==> config.mk <==
export PLATFORM = sky130hd
export DESIGN_NAME = audio_adc_receiver
export DESIGN_NICKNAME = d
export VERILOG_FILES = /design/src/rtl/audio_pkg.sv /design/src/rtl/i2s_edge_sync.sv /design/src/rtl/audio_adc_receiver.sv
export SDC_FILE = /design/constraint.sdc
export NUM_CORES = 1
export LEC_CHECK = 0
export ABC_AREA = 1
export CORE_MARGIN = 4
export CORE_UTILIZATION = 50
export DETAILED_ROUTE_END_ITERATION = 10
export PLACE_DENSITY = 0.75
export SLEW_MARGIN = 25
export SYNTH_ARGS = -nofsm -noshare
export SYNTH_HDL_FRONTEND = slang
export SYNTH_SLANG_ARGS = --single-unit
==> constraint.sdc <==
create_clock -name Clk -period 1.5 [get_ports Clk]
set_input_delay 0.15 -clock Clk [delete_from_list [all_inputs] [get_ports Clk]]
set_output_delay 0.15 -clock Clk [all_outputs]
set_load 0.005 [all_outputs]
==> src/rtl/audio_pkg.sv <==
// Shared types and constants for the I2S audio ADC receiver.
package audio_pkg;

   localparam int SAMPLE_W    = 16;
   localparam int SYNC_STAGES = 2;

   typedef enum logic [1:0] {
      IDLE,
      SKIP,
      SHIFT,
      HOLD
   } rx_state_t;

endpackage

==> src/rtl/i2s_edge_sync.sv <==
// Brings the codec BCLK/LRCK/DAT pins into the Clk domain and produces a
// one-cycle bit strobe on each BCLK rising edge, with LRCK/DAT aligned to it.
module i2s_edge_sync
   import audio_pkg::*;
(
   input  logic Clk,
   input  logic Reset,
   input  logic bclk,
   input  logic lrck,
   input  logic dat,
   output logic bit_stb,
   output logic lrck_bit,
   output logic dat_bit
);

   logic [SYNC_STAGES-1:0] bclk_sync;
   logic [SYNC_STAGES-1:0] lrck_sync;
   logic [SYNC_STAGES-1:0] dat_sync;
   logic                   bclk_prev;

   always_ff @(posedge Clk) begin
      if (Reset) begin
         bclk_sync <= '0;
         lrck_sync <= '0;
         dat_sync  <= '0;
         bclk_prev <= 1'b0;
         bit_stb   <= 1'b0;
         lrck_bit  <= 1'b0;
         dat_bit   <= 1'b0;
      end else begin
         bclk_sync <= {bclk_sync[SYNC_STAGES-2:0], bclk};
         lrck_sync <= {lrck_sync[SYNC_STAGES-2:0], lrck};
         dat_sync  <= {dat_sync[SYNC_STAGES-2:0], dat};
         // strobe stage: LRCK/DAT registered alongside so all three line up
         bclk_prev <= bclk_sync[SYNC_STAGES-1];
         bit_stb   <= bclk_sync[SYNC_STAGES-1] & ~bclk_prev;
         lrck_bit  <= lrck_sync[SYNC_STAGES-1];
         dat_bit   <= dat_sync[SYNC_STAGES-1];
      end
   end

endmodule

==> src/rtl/audio_adc_receiver.sv <==
// I2S ADC receiver: deserialises left/right 16-bit words and presents them as
// a valid/ready pair. Define AUDIO_RX_MONO_MIX_EN to output (L+R)>>>1 on both.
module audio_adc_receiver
   import audio_pkg::*;
(
   input  logic                Clk,
   input  logic                Reset,
   input  logic                enable,
   input  logic                AUD_BCLK,
   input  logic                AUD_ADCLRCK,
   input  logic                AUD_ADCDAT,
   output logic [SAMPLE_W-1:0] sample_left,
   output logic [SAMPLE_W-1:0] sample_right,
   output logic                sample_valid,
   input  logic                sample_ready,
   output logic                overrun,
   output logic                frame_err
);

   rx_state_t           state, state_nxt;
   logic                bit_stb, lrck_bit, dat_bit;
   logic                lrck_prev, chan, left_ok;
   logic [3:0]          bit_cnt;
   logic [SAMPLE_W-1:0] shreg, hold_l, word;
   logic [SAMPLE_W-1:0] out_l, out_r;
   logic                lrck_edge, start_ch, shift_en, word_done, trunc;
   logic                pair, handshake;

   i2s_edge_sync u_sync (
      .Clk      (Clk),
      .Reset    (Reset),
      .bclk     (AUD_BCLK),
      .lrck     (AUD_ADCLRCK),
      .dat      (AUD_ADCDAT),
      .bit_stb  (bit_stb),
      .lrck_bit (lrck_bit),
      .dat_bit  (dat_bit)
   );

   assign lrck_edge = bit_stb && (lrck_bit != lrck_prev);
   assign word      = {shreg[SAMPLE_W-2:0], dat_bit};
   assign pair      = word_done && chan && left_ok;
   assign handshake = sample_valid && sample_ready;

`ifdef AUDIO_RX_MONO_MIX_EN
   function automatic logic [SAMPLE_W-1:0] mono_mix(input logic signed [SAMPLE_W-1:0] a,
                                                    input logic signed [SAMPLE_W-1:0] b);
      logic signed [SAMPLE_W:0] sum;
      sum = $signed({a[SAMPLE_W-1], a}) + $signed({b[SAMPLE_W-1], b});
      return SAMPLE_W'(sum >>> 1);
   endfunction

   assign out_l = mono_mix(hold_l, word);
   assign out_r = out_l;
`else
   assign out_l = hold_l;
   assign out_r = word;
`endif

   always_ff @(posedge Clk) begin
      if (Reset) state <= IDLE;
      else       state <= state_nxt;
   end

   always_comb begin
      state_nxt = state;
      start_ch  = 1'b0;
      shift_en  = 1'b0;
      word_done = 1'b0;
      trunc     = 1'b0;
      if (bit_stb) begin
         if (!enable) begin
            state_nxt = IDLE;
         end else begin
            case (state)
               IDLE: if (lrck_edge) begin
                  start_ch  = 1'b1;
                  state_nxt = SKIP;
               end
               // an edge here restarts the delay slot for the new channel
               SKIP: if (lrck_edge) start_ch = 1'b1;
                     else           state_nxt = SHIFT;
               SHIFT: if (lrck_edge) begin
                  trunc     = 1'b1;
                  start_ch  = 1'b1;
                  state_nxt = SKIP;
               end else begin
                  shift_en = 1'b1;
                  if (bit_cnt == 4'd15) begin
                     word_done = 1'b1;
                     state_nxt = HOLD;
                  end
               end
               HOLD: if (lrck_edge) begin
                  start_ch  = 1'b1;
                  state_nxt = SKIP;
               end
               default: state_nxt = IDLE;
            endcase
         end
      end
   end

   always_ff @(posedge Clk) begin
      if (Reset) begin
         lrck_prev    <= 1'b0;
         chan         <= 1'b0;
         left_ok      <= 1'b0;
         bit_cnt      <= '0;
         shreg        <= '0;
         hold_l       <= '0;
         sample_left  <= '0;
         sample_right <= '0;
         sample_valid <= 1'b0;
         overrun      <= 1'b0;
         frame_err    <= 1'b0;
      end else begin
         if (bit_stb) lrck_prev <= lrck_bit;
         if (start_ch) begin
            chan    <= lrck_bit;
            bit_cnt <= '0;
            if (!lrck_bit) left_ok <= 1'b0;
         end
         if (shift_en) begin
            shreg   <= word;
            bit_cnt <= bit_cnt + 4'd1;
         end
         // a right word always consumes the stored left, paired or not
         if (word_done) begin
            if (!chan) begin
               hold_l  <= word;
               left_ok <= 1'b1;
            end else begin
               left_ok <= 1'b0;
            end
         end
         if (bit_stb && !enable) left_ok <= 1'b0;
         if (trunc) frame_err <= 1'b1;
         if (pair) begin
            if (!sample_valid || sample_ready) begin
               sample_left  <= out_l;
               sample_right <= out_r;
               sample_valid <= 1'b1;
            end else begin
               overrun <= 1'b1;
            end
         end else if (handshake) begin
            sample_valid <= 1'b0;
         end
      end
   end

endmodule

Yosys cells after proc, flatten, opt, wreduce, memory -nomap -nowiden:

Cells that the tools add are included.

* add/subtract/negate cells: 1
* eq/ne operators: 10
* multiplexer cells: 31
* bitwise gates (word level): 4
* reductions and logical operators: 21

Operators by type and width (count)
* two-way mux 1 bit: 23
* two-way mux 2 bit: 5
* AND reduction 2 bit: 5
* two-way mux 4 bit: 2
* one-hot mux 2 bit (3 select lines): 1
* nonzero test 2 bit: 3
* logical AND 1 bit: 5
* adder 4 x 1 -> 4 bit, second input constant: 1
* == test 2 bit, second input constant: 2
* == test 4 bit, second input constant: 1
* inequality test 4 bit, second input constant: 1
* AND reduction 4 bit: 1
* OR reduction 2 bit: 2
* OR reduction 4 bit: 1
* inequality test 3 x 2 -> 1 bit, second input constant: 1
* inequality test 3 bit, second input constant: 1
* inverter 1 bit: 3
* == test 2 x 1 -> 1 bit, second input constant: 1
* zero test 1 bit: 2
* zero test 2 bit: 1
* inequality test 2 x 1 -> 1 bit, second input constant: 1
* inequality test 2 bit, second input constant: 1
* bitwise AND 1 bit: 1
* logical OR 1 bit: 1
* inequality test 1 bit: 1

* register bits: 85
* output and inout port bits: 35
* logic and storage cells: 86

Logic depth before layout (Yosys ltp):

Gate-level depths: netlist (run 1).

* word-level depth: 10
* mapped depth: 10
* mapped depth without buffers: 9

Hierarchy:

A second synthesis (run 1) with hierarchy kept.

* cells, all modules: 514
* area, all modules: 3597.2 um2

Modules (own cells, without submodules)
* audio_adc_receiver: instances 1, cells an instance 483, area an instance 3305.7 um2, sequential area each 1501.4 um2
* i2s_edge_sync: instances 1, cells an instance 31, area an instance 291.5 um2, sequential area each 200.2 um2

Least setup slack after synthesis (run 1):

No wires, ideal clock.

* path type: reg-to-reg
* from: reg state[0]
* to: reg hold_l[15]
* setup time: 116 ps
* arrival: 1382 ps
* data required time: 1384 ps
* path slack: 3 ps
* stages on the path, launching flop included: 9
* buffers on the path: 1
* cells stage by stage: dfxtp_1 > inv_1 > ha_1 > nand4_4 > nor2_8 > nand2_4 > clkbuf_1 > o21ai_0 > nor2_1

* longest elaborated chain between the ends: 5

Ends and longest elaborated chain
* start: declaration: RTL line audio_adc_receiver.sv:20 `rx_state_t state, state_nxt;`
* start signal: assignment: RTL line audio_adc_receiver.sv:62 `else state <= state_nxt;`
* == test 2 bit: RTL line audio_adc_receiver.sv:75 `case (state)`
* two-way mux 1 bit: RTL line audio_adc_receiver.sv:75
* two-way mux 1 bit: RTL line audio_adc_receiver.sv:72 `if (!enable) begin`
* two-way mux 1 bit: RTL line audio_adc_receiver.sv:71 `if (bit_stb) begin`
* AND reduction 2 bit (no line)
* end signal: assignment: RTL line audio_adc_receiver.sv:131 `hold_l <= word;`
* end: declaration: RTL line audio_adc_receiver.sv:24 `logic [SAMPLE_W-1:0] shreg, hold_l, word;`

No other way between the ends.
A chain may end at the register's enable or synchronous reset.

Worst setup path after layout (run 1):

* from: reg state[0]
* to: reg sample_right[3]

* longest elaborated chain between the ends: 7

Ends and longest elaborated chain
* == test 2 bit: RTL line audio_adc_receiver.sv:75
* two-way mux 1 bit: RTL line audio_adc_receiver.sv:75
* two-way mux 1 bit: RTL line audio_adc_receiver.sv:72
* two-way mux 1 bit: RTL line audio_adc_receiver.sv:71
* logical AND 1 bit (2 in series): RTL line audio_adc_receiver.sv:42 `assign pair = word_done && chan && left_ok;`
* AND reduction 2 bit (no line)
* end signal: assignment: RTL line audio_adc_receiver.sv:142 `sample_right <= out_r;`
* end: declaration: RTL line audio_adc_receiver.sv:13 `output logic [SAMPLE_W-1:0] sample_right,`

No other way between the ends.

==> metrics.cfg, run 1 <==
[detailed_routing]
drt_wl_total_microns=7540
routedWlPerCell_microns=11.4
vias_per_cell=4.71
drt_iter0_markers=141
detail-route-antenna-nets=0
detail_route.first_pass.iterations=4
drc=0
vias=3126

[logic_synthesis]
ys_seq_area_frac=0.475
synth_area_sq_um=3580
synth_top_family_by_area=simple AND/OR/NAND/NOR gates
yosysWarningCount=0
syn_inst=513
synth_compound_gate_area_share=0.0859
ys_top_cells_by_area=dfxtp_1 48%, inv_1 12%, nand2_1 9.5%, nor2_1 8.3%, nand4_1 5.9%
synth_fa_ha_area_frac=0.0140
yosys_register_bits=85
syn-num-nets=524
synthMuxAreaShare=0
yosys.area_share.simple=0.263
avgSynthCellArea_sq_um=6.98
synthXorXnorAreaFrac=0.00244
synth_top_area_share=0.475
synth_cell_types=22
synth_top_area_cell=dfxtp_1

[setup_path]
cpPeakStageDelay_ns=0.33
crit_required_ns=1.79
cp-start-kind=flop
crit_chain=inv_2 -> ha_4 -> nand4_4 -> nor2_8 -> nand3_4 -> clkbuf_16 -> nand2_2 -> inv_2 -> nor2_2
cp.arrival_ns=1.78
rr_startpoint=state[0]$_SDFFE_PP0P_
crit_start=state[0]$_SDFFE_PP0P_
crit_slowest_cell=dfxtp_2
end_kind=flop
timing.critical_path.buf_inv=3
path_class=reg2reg
path_common_cell=inv_2
reg2reg_depth=9
r2r_slack_ns=0.007
critPathMaxFanout=8
r2r_end=sample_right[3]$_SDFFE_PP0P_
crit_family=simple AND/OR/NAND/NOR gates
timing.critical_path.to=sample_right[3]$_SDFFE_PP0P_
cp_num_cells=9

[power_and_ir_drop]
total_power_w=0.00399
powerDensity_nw_per_um2=866
ir_worst_vdd_mv=0.493
p_leak_nw=1.90

[sta]
slew_headroom=0.831
hold_viol_final=0
tightest_slew_ns=0.253
max_freq_ghz=0.670
holdWs_ns=0.305
setup_viol=0
fin_crit_sh=0.996
rsz0062_at_grt=yes
fin_worst_skew_ns=0.00902
slew_viol_final=0
post-route-min-period_ns=1.49

[global_route]
grt_pass1_wl_microns=12300
antenna_found_initial=0
grt.total_usage=0.174
grt_pass1_vias=2823
grt_overflow_total=0
grt_start_max_net_pins=69

[placed_design]
gp_congestion=0.790
place_area_sq_um=4210
dp_hpwl_microns=4440
port_buffers=41

[die]
num_rows=30
die-area_sq_um=8580
initial_utilization=0.521
core-area_sq_um=6870
die_x_microns=92.6
ios=42
dieHeight_microns=92.6

[final_layout]
layout_commonest_cell=inv_1
area_growth_pct=28.8
final_cell_mix=106 x inv_1, 80 x dfxtp_1, 69 x nand2_1, 69 x nor2_1, 41 x clkdlybuf4s50_1
fin_area_sq_um=4610
insertedDiodeCount=0
drive_gt1_frac=0.168
nets=573

[hold_path]
min_from=AUD_ADCLRCK
hp-class=in2reg

[clocking]
clock_sinks=85
clk_latency_ns=0.35
cts_root_buffer=clkbuf_8
cts_buffer_depth=2
htree_levels=3
clkSlewWorstSetupHoldPaths_ns=0.08
cts_tree=built
cts_buffers=9

[status]
status=completed

[run]
drv_cap=0

area by class of cell:
class / count / area (sq um)
fillers: 610 / 2260
well taps: 96 / 120
repair buffers: 64 / 704
clock inverters: 4 / 47.5
clock buffers: 12 / 145
multi-input cells: 280 / 1430
flip-flops and latches: 85 / 1710
inverters: 122 / 458
registers in the layout, indices dropped and copies added (netlist names), 2 cells and up:
register and count:
hold_l 16, u_sync.lrck_sync 2, bit_cnt 4, state 2, sample_right 16, shreg 15
u_sync.dat_sync 2, sample_left 16, u_sync.bclk_sync 2
metrics by stage:
step,worst slack [ns],util,TNS (ns),cells
2_1_floorplan,0.00253,-,0,513
3_3_place_gp,-0.0860,0.613,-1.92,642
3_5_place_dp,-0.102,0.613,-3.74,642
4_1_cts,0.0124,0.643,0,658
5_1_grt,-0.0698,0.672,-1.58,663
6_report,0.00661,0.672,0,663
where the power goes:
part / leakage (nW) / internal [W] / switching, W
Sequential: 0.688 / 0.00227 / 0.00000679
Clock: 0.0964 / 0.000811 / 0.000764
Combinational: 1.11 / 0.0000601 / 0.0000838
Total: 1.90 / 0.00314 / 0.000855
cells by family after synthesis:
group / after synthesis
flip-flops: 85
AND/OR/NAND/NOR: 214
buffers and inverters: 148
AO/OA/AOI/OAI: 61
adder cells (fa/ha/maj): 4
XOR/XNOR: 1
per-layer routing:
metal / wire length (microns) / vias to the layer above / part of all wire / GRT usage
met1: 3530 / 1399 / 0.47 / 0.223
met5: 0 / - / 0 / 0
met4: 176 / 0 / 0.023 / 0.0818
met2: 3570 / 66 / 0.47 / 0.288
met3: 263 / 16 / 0.035 / 0.0276
li1: - / 1645 / - / -
worst min-delay path: stages:
cell	delay [ns]
clkdlybuf4s50_1	0.39
inv_1	0.05
nor2_1	0.03
Yosys cell counts:
cell type / instances
inv_2: 2
ha_1: 4
dfxtp_1: 85
buf_2: 6
a21oi_1: 26
o21a_1: 1
nand3_1: 5
inv_1: 118
clkinv_1: 2
buf_6: 1
nor2_1: 79
nand4_4: 1
o21ai_0: 34
nand2_1: 91
nor2_8: 1
nand4_1: 34
nand2_4: 1
xnor2_1: 1
nand3_2: 1
nor3_1: 1
buf_1: 2
clkbuf_1: 17
worst min path at each step:
stage	cells after the start	to	slack, ns
after floorplan	2	u_sync.bclk_sync[0]$_SDFF_PP0_	0.26
after global placement	1	u_sync.bit_stb$_SDFF_PP0_	0.38
after detailed placement	1	u_sync.bit_stb$_SDFF_PP0_	0.38
after CTS	3	u_sync.lrck_sync[0]$_SDFF_PP0_	0.29
after global routing	3	u_sync.bclk_sync[0]$_SDFF_PP0_	0.33
final	3	u_sync.lrck_sync[0]$_SDFF_PP0_	0.31
repair_timing:
item | 4_1_cts | 5_1_grt
setup buffers | 0 | 2
cloned | 0 | 3
endpoints found under the setup margin | 54 | 55
hold buffers | 0 | 0
pin swaps | 0 | 33
gates resized for setup | 6 | 52
hold endpoints to repair | 0 | 0
Note: power is estimated with default switching activity, not from simulation.
==> run 2: changes to the inputs <==
Settings changed: CORE_UTILIZATION 50 to 34, PLACE_DENSITY 0.75 to not set.
==> metrics.cfg, run 2 (synthesized netlist as in run 1, its figures left out) <==
[clocking]
postCtsHoldBufs=0
cts_buffers=9
htree_levels=3
cts_root_buffer=clkbuf_8
clk_latency_ns=0.36
clock_sinks=85
clkSlewWorstSetupHoldPaths_ns=0.09
cts_buffer_depth=2
cts_tree=built

[sta]
hold_viol_final=0
max_freq_ghz=0.675
finalSetupTns_ns=0
post-route-min-period_ns=1.48
fin_worst_skew_ns=0.0102
fin_crit_sh=0.987
tightest_slew_ns=0.259
rsz0062_at_grt=yes
slew_headroom=0.827
slew_viol_final=0
setup_viol=0

[final_layout]
layout_commonest_cell=inv_1
final_cell_mix=99 x inv_1, 78 x dfxtp_1, 71 x nor2_1, 61 x nand2_1, 41 x clkdlybuf4s50_1
utilization=0.473
area_growth_pct=35.7
top_regs=hold_l x16, sample_left x16, sample_right x16
drive_gt1_frac=0.206
nets=579
insertedDiodeCount=0

[setup_path]
end_kind=flop
crit_required_ns=1.79
rr_startpoint=u_sync.lrck_bit$_SDFF_PP0_
r2r_end=sample_left[6]$_SDFFE_PP0P_
path_class=reg2reg
reg2reg_depth=10
cp-start-kind=flop
r2r_slack_ns=0.02
cp.arrival_ns=1.77
critPathMaxFanout=8

[detailed_routing]
wl_met3_microns=324
drt_wl_total_microns=7860
wl_met2_microns=3890
detail_route.first_pass.iterations=4
maxUsedRoutingLayer=met4
detail-route-antenna-nets=0
drt-met1-wl_microns=3540
drt_iter0_markers=123
vias_per_cell=4.40
vias=3116
routedWlPerCell_microns=11.1
drc=0

[power_and_ir_drop]
powerDensity_nw_per_um2=906
total_power_w=0.00440
ir_worst_vdd_mv=0.571
p_leak_nw=1.98

[placed_design]
dp_hpwl_microns=5050
port_buffers=41
gp_congestion=0.773

[die]
initial_utilization=0.349
dieHeight_microns=111
num_rows=37
core-area_sq_um=10300
die_x_microns=111
die-area_sq_um=12200
ios=42

[global_route]
grt.total_usage=0.127
grt_pass1_wl_microns=13000
antenna_found_initial=0
grt_start_max_net_pins=69
grt_pass1_vias=2941
grt_overflow_total=0

[hold_path]
hp-class=in2reg
hold_end=u_sync.dat_sync[0]$_SDFF_PP0_
holdPathStages=3
min_from=AUD_ADCDAT

[run]
drv_cap=0

[status]
status=completed

==> run 2: final cells by class <==
type | count | area, sq um
tap | 136 | 170
sequential | 85 | 1710
multi-input combinational | 280 | 1510
clock buffer | 11 | 151
clock inverter | 4 | 95.1
inverter | 122 | 458
fill | 1054 | 5420
timing repair buffer | 70 | 771
==> run 2: what timing repair did <==
item	4_1_cts	5_1_grt
hold endpoints to repair	0	0
setup buffers	0	4
pin swaps	2	40
resized for setup	10	78
gates cloned	0	2
setup endpoints to repair	53	55
==> run 2: critical path, stage by stage (launching register included) <==
cell and delay (ns):
dfxtp_2 0.34, inv_2 0.06, nand2_2 0.06, nand2_2 0.08
nand4_4 0.14, nor2_8 0.17, nand3_4 0.17, clkbuf_16 0.23
nand2_2 0.06, inv_2 0.03, nor2_1 0.06
==> run 2: worst max-delay path by stage <==
| stage | startpoint | end | slack (ns) | cells after the start |
|---|---|---|---|---|
| 3_3_place_gp | enable | hold_l[13]$_SDFFE_PP0P_ | -0.13 | 7 |
| 5_1_grt | u_sync.lrck_bit$_SDFF_PP0_ | sample_left[1]$_SDFFE_PP0P_ | -0.09 | 10 |
| 2_1_floorplan | state[0]$_SDFFE_PP0P_ | hold_l[15]$_SDFFE_PP0P_ | 0.003 | 8 |
| 3_5_place_dp | enable | hold_l[9]$_SDFFE_PP0P_ | -0.17 | 7 |
| 6_report | u_sync.lrck_bit$_SDFF_PP0_ | sample_left[6]$_SDFFE_PP0P_ | 0.02 | 10 |
| 4_1_cts | state[0]$_SDFFE_PP0P_ | hold_l[3]$_SDFFE_PP0P_ | 0.0007 | 8 |
==> run 2: report_power, final <==
part / total (W) / internal, W / switching [W]
clock: 0.00198 / 0.00119 / 0.000796
combinational: 0.000146 / 0.0000613 / 0.0000846
sequential: 0.00228 / 0.00227 / 0.00000748
total: 0.00440 / 0.00352 / 0.000888
==> run 2: per-stage QoR <==
| stage | setup slack, ns | std cells | hold WS, ns | area [sq um] |
|---|---|---|---|---|
| 2_1_floorplan | 0.00253 | 513 | 0.257 | 3580 |
| 3_3_place_gp | -0.125 | 688 | 0.380 | 4340 |
| 3_5_place_dp | -0.170 | 688 | 0.383 | 4340 |
| 4_1_cts | 0.000653 | 703 | 0.284 | 4620 |
| 5_1_grt | -0.0902 | 708 | 0.300 | 4860 |
| 6_report | 0.0192 | 708 | 0.301 | 4860 |
==> run 2: metal layers <==
metal	GRT usage	vias up
li1	-	1654
met1	0.146	1406
met2	0.217	44
met3	0.0482	12
met4	0.0419	0
met5	0	-
